File: src/rtl/seg_display_pkg.sv
// Shared constants for the seven-segment display monitor: segment patterns, bus widths, FSM states.
// Pure declarations; no latency or flow control.
package seg_display_pkg;
  localparam int SEG_W = 7;
  localparam int BUS_W = 14;

  localparam logic [SEG_W-1:0] SEG_0     = 7'b1111110;
  localparam logic [SEG_W-1:0] SEG_1     = 7'b0110000;
  localparam logic [SEG_W-1:0] SEG_2     = 7'b1101101;
  localparam logic [SEG_W-1:0] SEG_3     = 7'b1111001;
  localparam logic [SEG_W-1:0] SEG_4     = 7'b0110011;
  localparam logic [SEG_W-1:0] SEG_5     = 7'b1011011;
  localparam logic [SEG_W-1:0] SEG_6     = 7'b1011111;
  localparam logic [SEG_W-1:0] SEG_7     = 7'b1110000;
  localparam logic [SEG_W-1:0] SEG_8     = 7'b1111111;
  localparam logic [SEG_W-1:0] SEG_9     = 7'b1111011;
  localparam logic [SEG_W-1:0] SEG_BLANK = 7'b0000000;

  typedef enum logic [1:0] {
    ST_SETTLE = 2'd0,
    ST_LOCKED = 2'd1,
    ST_ERROR  = 2'd2
  } state_t;
endpackage

File: src/rtl/seg_display_monitor_if.sv
// Segment bus into the monitor and its decoded status back out; slave is the monitor side.
// No handshake: s_in is sampled every cycle, status outputs are registered levels/pulses.
interface seg_display_monitor_if #(
  parameter int CNT_W = 8
);
  logic [seg_display_pkg::BUS_W-1:0] s_in;
  logic [3:0]                        val_tens;
  logic [3:0]                        val_ones;
  logic                              valid;
  logic                              locked;
  logic                              seg_err;
  logic [CNT_W-1:0]                  change_cnt;

  modport master (
    output s_in,
    input  val_tens, val_ones, valid, locked, seg_err, change_cnt
  );

  modport slave (
    input  s_in,
    output val_tens, val_ones, valid, locked, seg_err, change_cnt
  );
endinterface

File: src/rtl/seg_display_monitor_seg7_to_bcd.sv
// Combinational seven-segment to BCD decoder with legality flag; zero latency.
// No flow control; blank_ok selects whether an all-dark field counts as a legal 0.
module seg7_to_bcd
  import seg_display_pkg::*;
(
  input  logic [SEG_W-1:0] seg,
  input  logic             blank_ok,
  output logic [3:0]       bcd,
  output logic             legal
);
  always_comb begin
    bcd   = 4'd0;
    legal = 1'b1;
    case (seg)
      SEG_0:     bcd = 4'd0;
      SEG_1:     bcd = 4'd1;
      SEG_2:     bcd = 4'd2;
      SEG_3:     bcd = 4'd3;
      SEG_4:     bcd = 4'd4;
      SEG_5:     bcd = 4'd5;
      SEG_6:     bcd = 4'd6;
      SEG_7:     bcd = 4'd7;
      SEG_8:     bcd = 4'd8;
      SEG_9:     bcd = 4'd9;
      SEG_BLANK: legal = blank_ok;
      default:   legal = 1'b0;
    endcase
  end
endmodule

File: src/rtl/seg_display_monitor.sv
// Debounces the two-digit segment bus and reports locked BCD value; outputs update the cycle after the STABLE_CYCLES-th matching sample.
// No backpressure: every edge samples s_in, results are registered pulses/levels.
module seg_display_monitor
  import seg_display_pkg::*;
#(
  parameter int STABLE_CYCLES = 4,
  parameter int CNT_W         = 8
)(
  input  logic                  clk,
  input  logic                  rst,
  seg_display_monitor_if.slave  bus
);
  localparam int              RUN_W   = $clog2(STABLE_CYCLES + 1);
  localparam logic [RUN_W-1:0] RUN_MAX = RUN_W'(STABLE_CYCLES);

  state_t           state;
  logic [BUS_W-1:0] s_q;
  logic [RUN_W-1:0] run_len;
  logic [RUN_W-1:0] run_nxt;
  logic             diff;
  logic             stable;
  logic [3:0]       tens_bcd, ones_bcd;
  logic             tens_legal, ones_legal;
  logic [3:0]       val_tens_q, val_ones_q;
  logic             valid_q, locked_q, seg_err_q, have_prev;
  logic [CNT_W-1:0] cnt_q;

  // run_len of zero marks the first edge after reset.
  always_comb begin
    diff = (bus.s_in != s_q);
    if (run_len == '0 || diff)
      run_nxt = RUN_W'(1);
    else if (run_len >= RUN_MAX)
      run_nxt = RUN_MAX;
    else
      run_nxt = run_len + RUN_W'(1);
    stable = (run_nxt == RUN_MAX);
  end

  // At a stable edge s_q equals s_in, so decoding the registered copy is equivalent.
  seg7_to_bcd u_tens (
    .seg      (s_q[BUS_W-1:SEG_W]),
    .blank_ok (1'b1),
    .bcd      (tens_bcd),
    .legal    (tens_legal)
  );

  seg7_to_bcd u_ones (
    .seg      (s_q[SEG_W-1:0]),
    .blank_ok (1'b0),
    .bcd      (ones_bcd),
    .legal    (ones_legal)
  );

  always_ff @(posedge clk) begin
    if (rst) begin
      state      <= ST_SETTLE;
      s_q        <= '0;
      run_len    <= '0;
      have_prev  <= 1'b0;
      val_tens_q <= 4'd0;
      val_ones_q <= 4'd0;
      valid_q    <= 1'b0;
      locked_q   <= 1'b0;
      seg_err_q  <= 1'b0;
      cnt_q      <= '0;
    end else begin
      s_q     <= bus.s_in;
      run_len <= run_nxt;
      valid_q <= 1'b0;
      case (state)
        ST_SETTLE: begin
          if (stable) begin
            if (tens_legal && ones_legal) begin
              state      <= ST_LOCKED;
              locked_q   <= 1'b1;
              valid_q    <= 1'b1;
              val_tens_q <= tens_bcd;
              val_ones_q <= ones_bcd;
              have_prev  <= 1'b1;
              if ((!have_prev || {tens_bcd, ones_bcd} != {val_tens_q, val_ones_q})
                  && cnt_q != '1)
                cnt_q <= cnt_q + CNT_W'(1);
            end else begin
              state     <= ST_ERROR;
              seg_err_q <= 1'b1;
            end
          end
        end
        ST_LOCKED: begin
          if (diff) begin
            state    <= ST_SETTLE;
            locked_q <= 1'b0;
          end
        end
        ST_ERROR: begin
          if (diff) begin
            state     <= ST_SETTLE;
            seg_err_q <= 1'b0;
          end
        end
        default: begin
          state     <= ST_SETTLE;
          locked_q  <= 1'b0;
          seg_err_q <= 1'b0;
        end
      endcase
    end
  end

  assign bus.val_tens   = val_tens_q;
  assign bus.val_ones   = val_ones_q;
  assign bus.valid      = valid_q;
  assign bus.locked     = locked_q;
  assign bus.seg_err    = seg_err_q;
  assign bus.change_cnt = cnt_q;
endmodule

File: src/flat_wrapper.sv
// flat-port wrapper written by rule: the top's interface ports become plain ports
module seg_display_monitor_flat import seg_display_pkg::*;
#(
  parameter int STABLE_CYCLES = 4,
  parameter int CNT_W         = 8
)
  (clk, rst, bus_s_in, bus_val_tens, bus_val_ones, bus_valid, bus_locked, bus_seg_err, bus_change_cnt);
  seg_display_monitor_if #(.CNT_W(CNT_W)) bus_i ();
  input  logic clk;
  input  logic rst;
  input wire logic [$bits(bus_i.s_in)-1:0] bus_s_in;
  output wire logic [$bits(bus_i.val_tens)-1:0] bus_val_tens;
  output wire logic [$bits(bus_i.val_ones)-1:0] bus_val_ones;
  output wire logic [$bits(bus_i.valid)-1:0] bus_valid;
  output wire logic [$bits(bus_i.locked)-1:0] bus_locked;
  output wire logic [$bits(bus_i.seg_err)-1:0] bus_seg_err;
  output wire logic [$bits(bus_i.change_cnt)-1:0] bus_change_cnt;
  assign bus_i.s_in = bus_s_in;
  assign bus_val_tens = bus_i.val_tens;
  assign bus_val_ones = bus_i.val_ones;
  assign bus_valid = bus_i.valid;
  assign bus_locked = bus_i.locked;
  assign bus_seg_err = bus_i.seg_err;
  assign bus_change_cnt = bus_i.change_cnt;
  seg_display_monitor #(.STABLE_CYCLES(STABLE_CYCLES), .CNT_W(CNT_W)) u_core (.clk(clk), .rst(rst), .bus(bus_i));
endmodule
File: config.mk
export PLATFORM = sky130hd
export DESIGN_NAME = seg_display_monitor_flat
export DESIGN_NICKNAME = d
export VERILOG_FILES = /design/src/rtl/seg_display_pkg.sv /design/src/rtl/seg_display_monitor_if.sv /design/src/rtl/seg_display_monitor_seg7_to_bcd.sv /design/src/rtl/seg_display_monitor.sv /design/src/flat_wrapper.sv
export SDC_FILE = /design/constraint.sdc
export NUM_CORES = 1
export LEC_CHECK = 0
export CORE_AREA = 8 8 66 91
export DETAILED_ROUTE_END_ITERATION = 10
export DIE_AREA = 0 0 74 99
export HOLD_SLACK_MARGIN = 0.06
export PLACE_DENSITY = 0.73
export SLEW_MARGIN = 20
export SYNTH_ARGS = -nofsm -noshare
export SYNTH_HDL_FRONTEND = slang
export SYNTH_HIERARCHICAL = 1
export SYNTH_SLANG_ARGS = --single-unit
export TNS_END_PERCENT = 20
File: constraint.sdc
create_clock -name clk -period 2.9 [get_ports clk]
set_input_delay 0.58 -clock clk [delete_from_list [all_inputs] [get_ports clk]]
set_output_delay 0.58 -clock clk [all_outputs]
set_load 0.1 [all_outputs]
# Word level (Yosys, flattened, before mapping)
# Cells that the tools add are included.
# classes
multipliers	0
muxes	18
div_mod_pow	0
addsub	2
n_eq_ne	32
bitwise	4
reduce_logical	17
order_cmp	1
shifts	0
# ops
cell	n
$eq A7 B7 Y1 const B	16
$pmux W4 S9	2
$eq A7 B6 Y1 const B	4
$ne A14 B14 Y1	1
$reduce_and A4 Y1	3
$reduce_or A11 Y1	1
$ne A2 B1 Y1 const B	5
$reduce_or A10 Y1	1
$add A8 B1 Y8 const B	1
$mux W1	8
$ne A8 B8 Y1	1
$ne A8 B8 Y1 const B	1
$logic_not A7 Y1	1
$mux W2	3
$mux W3	2
$pmux W1 S3	2
$not A1 Y1	4
$pmux W2 S2	1
$add A3 B1 Y3 const B	1
$eq A3 B3 Y1 const B	1
$ge A3 B3 Y1 const B	1
$logic_not A3 Y1	1
$reduce_and A3 Y1	1
$reduce_or A3 Y1	1
other kinds (9)	11
# word_totals
memories	0
in_bits	16
latchBits	0
mem_bits_ro	0
ramBits	0
register_bits	39
word_cells	84
out_inout_bits	19

# Longest topological paths before layout
# Gate-level depths: netlist (run 1).
# depth
ltp_word	7
mapped_depth	10
depth_no_buf	9

# Modules after synthesis
# Netlist (run 1), hierarchy kept.
# modules_own_cells
mod	area_per_inst_um2	cells_per_inst	n_inst	seq_area_each_um2
seg_display_monitor	1859.3	208	1	780.7
seg7_to_bcd	203.9	27	2	0.0

# Least setup slack after synthesis (run 1)
# OpenSTA, ideal clock, no wires.
# synth_path
kind	register -> register
start	reg u_core.s_q[12]
end	reg u_core.cnt_q[4] (netlist: u_core/bus.change_cnt[4])
path_buffers	1
period_less_slack_ns	2.424
setup_ns	0.123
required_ns	2.777
t_arrival_ns	2.300
path_stages_with_launch	9
slack_ns	0.476
cell_sequence	dfxtp_1 clkbuf_1 or4b_4 o311ai_1 xnor2_1 nand2_1 o31ai_1 nor4_1 mux2_1
# synth_via
elab_chain_len	6
word_cells_on_any_way	23
classes_between	13 x eq/ne; 3 x mux; 7 x reduce/logical
# synth_rtl
item	line_no	text
start, declared	seg_display_monitor.sv:17	logic [BUS_W-1:0] s_q;
start signal, assigned	seg_display_monitor.sv:68	s_q <= bus.s_in;
$eq A7 B7 Y1 / $eq A7 B6 Y1 (equally long branches)	seg_display_monitor_seg7_to_bcd.sv:14	case (seg)
$pmux W4 S9 (*)	seg_display_monitor_seg7_to_bcd.sv:14	
net u_core.tens_bcd[1]	seg_display_monitor.sv:22	logic [3:0] tens_bcd, ones_bcd;
$ne A8 B8 Y1 (*)	seg_display_monitor.sv:81	if ((!have_prev || {tens_bcd, ones_bcd} != {val_tens_q, val_ones_q})
$logic_or A1 B1 Y1 (*)	seg_display_monitor.sv:81	
$logic_and A1 B1 Y1 (*)	seg_display_monitor.sv:82	&& cnt_q != '1)
$reduce_and A4 Y1 (no source line) (*)	n/a	
end signal, assigned	seg_display_monitor.sv:83	cnt_q <= cnt_q + CNT_W'(1);
end, declared	seg_display_monitor.sv:26	logic [CNT_W-1:0] cnt_q;
# The timed path passes the listed nets; every way through them passes the cells marked *.
# A chain may end at the register's enable or synchronous reset.

# Final worst setup path (run 1)
# layout_path
start	reg u_core.s_q[6]
end	reg u_core.cnt_q[3] (netlist: u_core/bus.change_cnt[3])
# layout_via
word_cells_on_any_way	22
classes_between	13 x eq/ne; 3 x mux; 6 x reduce/logical
# layout_lines
item	line_no	text
$eq A7 B7 Y1 / $eq A7 B6 Y1 (equally long branches)	seg_display_monitor_seg7_to_bcd.sv:14	
$reduce_or A10 Y1 (no source line) (*)	n/a	
$mux W1 (*)	seg_display_monitor_seg7_to_bcd.sv:14	
net u_core.ones_legal	seg_display_monitor.sv:23	logic tens_legal, ones_legal;
$logic_and A1 B1 Y1 (*)	seg_display_monitor.sv:74	if (tens_legal && ones_legal) begin
$reduce_and A4 Y1 (no source line) (*)	n/a	
# Marked as above.

==> metrics.md, run 1 <==
| Metric | Value |
|---|---|
| Status | complete, no violations |
| Number of buffers between clock root and the deepest sink | 2 |
| Number of nets produced by synthesis | approximately 280 |
| Ys async rst share | 0% |
| Placed inst area | 2660 µm² |
| Largest net degree at the start of global routing | 25 |
| Count of nets left with antenna violations after detail routing | 0 |
| Starting Density | 48.3% |
| Depth of the worst hold-timing path | 1 |
| Clock-pin transition on the worst setup and hold timing paths | ~0.08 ns |
| Aggregate routed wire length | ~5300 µm |
| Kind of path behind the tightest hold check | reg -> reg |
| Detailed-routing wirelength on met1 | between 2000 and 2500 µm |
| Number of max-slew violations in the final report | 0 |
| # Max-Cap Violations | 0 |
| Antenna diode count | 0 |
| Count of yosys warnings during synthesis | 6 |
| Peak ir drop on the vdd network | between 0.2 and 0.3 mV |
| Initial antenna violation count | 0 |
| First-pass GRT wire length | around 8900 µm |
| Pre-Repair DR Iteration Count | 4 |
| Number of flops mapped to enable cells by yosys | 0 |
| Cell count after synthesis | 262 |
| Routability congestion estimate | roughly 0.86 |
| Dpl ws | approximately 0.10 ns |
| Fin nets | 323 |
| TritonCTS buffer count | 5 |
| Deepest level of the CTS H-tree | 2 |
| Worst r2r dst | u_core/bus.change_cnt[3] |
| Worst skew pair latency | approximately 0.29 ns |
| Max Clk Rate | ~370 MHz |
| Critical path fanouts, max | 12 |
| Synth-to-Final Area Change | 21.2% |
| Clock tree from TritonCTS | done |
| Number of top-level pins | 35 |
| Minimum period implied by the final worst setup slack | 2.71 ns |
| Worst Tran Pin Value | 0.865 ns |
| Hold-critical path endpoint | u_core/run_len[1] |
| Global route overflow | 0 |
| Endpoint type of the worst setup path | flop |
| Port Buffer Count | 34 |
| Data required, critical path | 3.08 ns |
| Register-to-register setup slack | approximately 0.19 ns |
| Worst Path Class, Setup | reg -> reg |
| Die Ht | about 100 µm |
| Post-Syn Area | roughly 2300 µm² |
| Sum of net half-perimeters after detailed placement | slightly below 4000 µm |
| Average via count per standard cell | between 5 and 6 |
| All-Layer GR Usage | about 15% |
| Slew margin rel. | 42.1% |
| Final Worst Setup Slack | between 0.15 and 0.2 ns |
| Power density of the placed cells | 372 nW/µm² |
| Hold_buf cts | 0 |
| Layout Utilization | 58.6% |
| Worst hold margin | between 0.4 and 0.5 ns |
| Count of clock tree sinks | 39 |
| Period Utilization, post-route | between 90% and 100% |
| Most instantiated flip-flop cell in the synthesis netlist | dfxtp_1 |
| Overall die area | approximately 7300 µm² |
| Count of unique library cells instantiated by Yosys | 46 |
| Clk_skew | 0.00238 ns |
| DR iter-0 viols | 81 |
| TNS Setup | 0 ns |
| Horizontal die dimension | between 70 and 80 µm |
| Core box area | between 4000 and 5000 µm² |
| Launch point of the critical path | u_core/s_q[6] |
| Number of endpoints failing setup at the final stage | 0 |
| Setup crit start kind | flop |
| Top layer in use | met4 |
| Met2 Routed Length | 2710 µm |
| Design Area, Final | about 2700 µm² |
| Total vias in the final route | ~2,100 |
| Leak | 1.07 nW |
| Average footprint of a synthesized cell | just under 9 µm² |
| Beginning of the worst register-to-register path | u_core/s_q[6] |
| Hold violation total from the final report | 0 |
| Crit path arrival time | 2.89 ns |
| DRC violation count after routing | 0 |
| Fraction of final layout cells sized beyond drive strength 1 | between 15 and 20% |
| Vias in the first global route | a little over 2,000 |
| Cell at the root of the clock tree | clkbuf_8 |
| Logic depth of the worst register-to-register path | 7 |
| Total number of placement rows | 30 |
| Unrepaired setup endpoints after global routing | false |
| Post-synthesis sequential area ratio | between 30% and 40% |
| Wire length on met3 | between 200 and 300 µm |
| Average wire length per cell after detail routing | 14.4 µm |
| Number of synthesized register bits | 39 |
| Worst Hold Launch | u_core/run_len[2] |
sequential cells by signal (all words and copies together), names as in the netlist:
signal                 count
u_core/have_prev           1
u_core/bus.val_tens        4
u_core/s_q                14
u_core/bus.val_ones        4
u_core/run_len             3
u_core/bus.locked          1
u_core/bus.valid           1
u_core/state               2
u_core/bus.change_cnt      8
u_core/bus.seg_err         1
how the worst max path moves through the flow:
stage | slack (ns) | to | cells after the start
4_1_cts | 0.21 | u_core/bus.change_cnt[5] | 7
5_1_grt | 0.02 | u_core/bus.change_cnt[2] | 8
3_3_place_gp | 0.14 | u_core/bus.change_cnt[7] | 7
2_1_floorplan | 0.48 | u_core/bus.change_cnt[4] | 8
6_report | 0.19 | u_core/bus.change_cnt[3] | 7
3_5_place_dp | 0.10 | u_core/bus.change_cnt[5] | 7
critical path, stage by stage (launching register included):
cell and delay, ns:
dfxtp_1 0.47, nand3_1 0.22, or4b_4 0.53, nand4b_1 0.15
and3_1 0.23, nand2_1 0.27, nor4_1 0.38, mux2_1 0.35
per-layer routing:
metal,GRT usage (%),vias up
met3,3.66,9
li1,-,1034
met2,26.0,55
met5,0,-
met4,7.88,0
met1,16.6,987
cell type report:
type	instances	area, µm²
multi-input cells	200	1380
flip-flops and latches	39	781
well taps	64	80.1
inverters	7	26.3
clock inverters	3	15.0
repair buffers	48	398
fillers	440	1940
clock buffers	5	68.8
layout by cell type, fill, tap and decap left out, types with 8 or more instances in the layout:
cell type	Yosys	routed
dfxtp_1	39	39
clkdlybuf4s50_1	0	15
nor2_1	15	15
nor2b_1	21	21
xor2_1	14	14
a21oi_1	13	13
nor4_1	9	8
buf_4	2	33
o21ai_0	11	11
nand3_1	17	17
xnor2_1	10	10
nand2_1	11	11
cell families after synthesis:
group           count (synthesis)  synth area share [%]
simple gates                  113                  29.9
compound gates                 48                  14.3
flops                          39                  34.4
xor+xnor                       24                  9.27
buf+inv                        23                  5.02
mux                             7                  3.42
fa+ha+maj                       6                  3.31
other cells                     2                 0.331
Yosys cell counts (all sizes together), types with 3 or more instances:
master   number  share of area, %
mux2          6               3.0
xnor2        10               3.9
nor2b        21               5.8
nor4         11               3.6
nand4b        4               1.5
nor2         15               2.5
ha            6               3.3
nand3        17               3.8
nand4         7               1.9
dfxtp        39                34
nor4b         3               1.2
buf           8               2.5
o2111ai       3               1.2
nand2        11               1.8
inv           7               1.2
and3          4               1.1
o311ai        5               1.9
clkbuf        8               1.3
nor3          6               1.3
a21oi        13               2.9
and2          3              0.83
xor2         14               5.4
o21ai        11               2.4
report_power, final:
| part | internal (mW) | switching [mW] |
|---|---|---|
| clock | 0.165 | 0.191 |
| combinational | 0.0522 | 0.0457 |
| sequential | 0.546 | 0.0208 |
stage by stage:
step | std cells | power [mW]
4_1_cts | 366 | 1.04
5_1_grt | 366 | 1.07
6_report | 366 | 1.02
2_1_floorplan | 262 | 0.635
3_5_place_dp | 358 | 0.677
3_3_place_gp | 358 | 0.674
what timing repair did:
item                                    CTS  global route
endpoints found under the setup margin    0             1
hold endpoints to repair                  0             0
resized for setup                         0             1
buffers inserted                          0             0
(Power assumes the default switching activity.)
==> run 2: changes to the inputs <==
ABC_CLOCK_PERIOD_IN_PS = 2900   (was unset)
==> results of run 2 <==
Same layout as run 1: the final DEF is identical, and so are final timing and power.
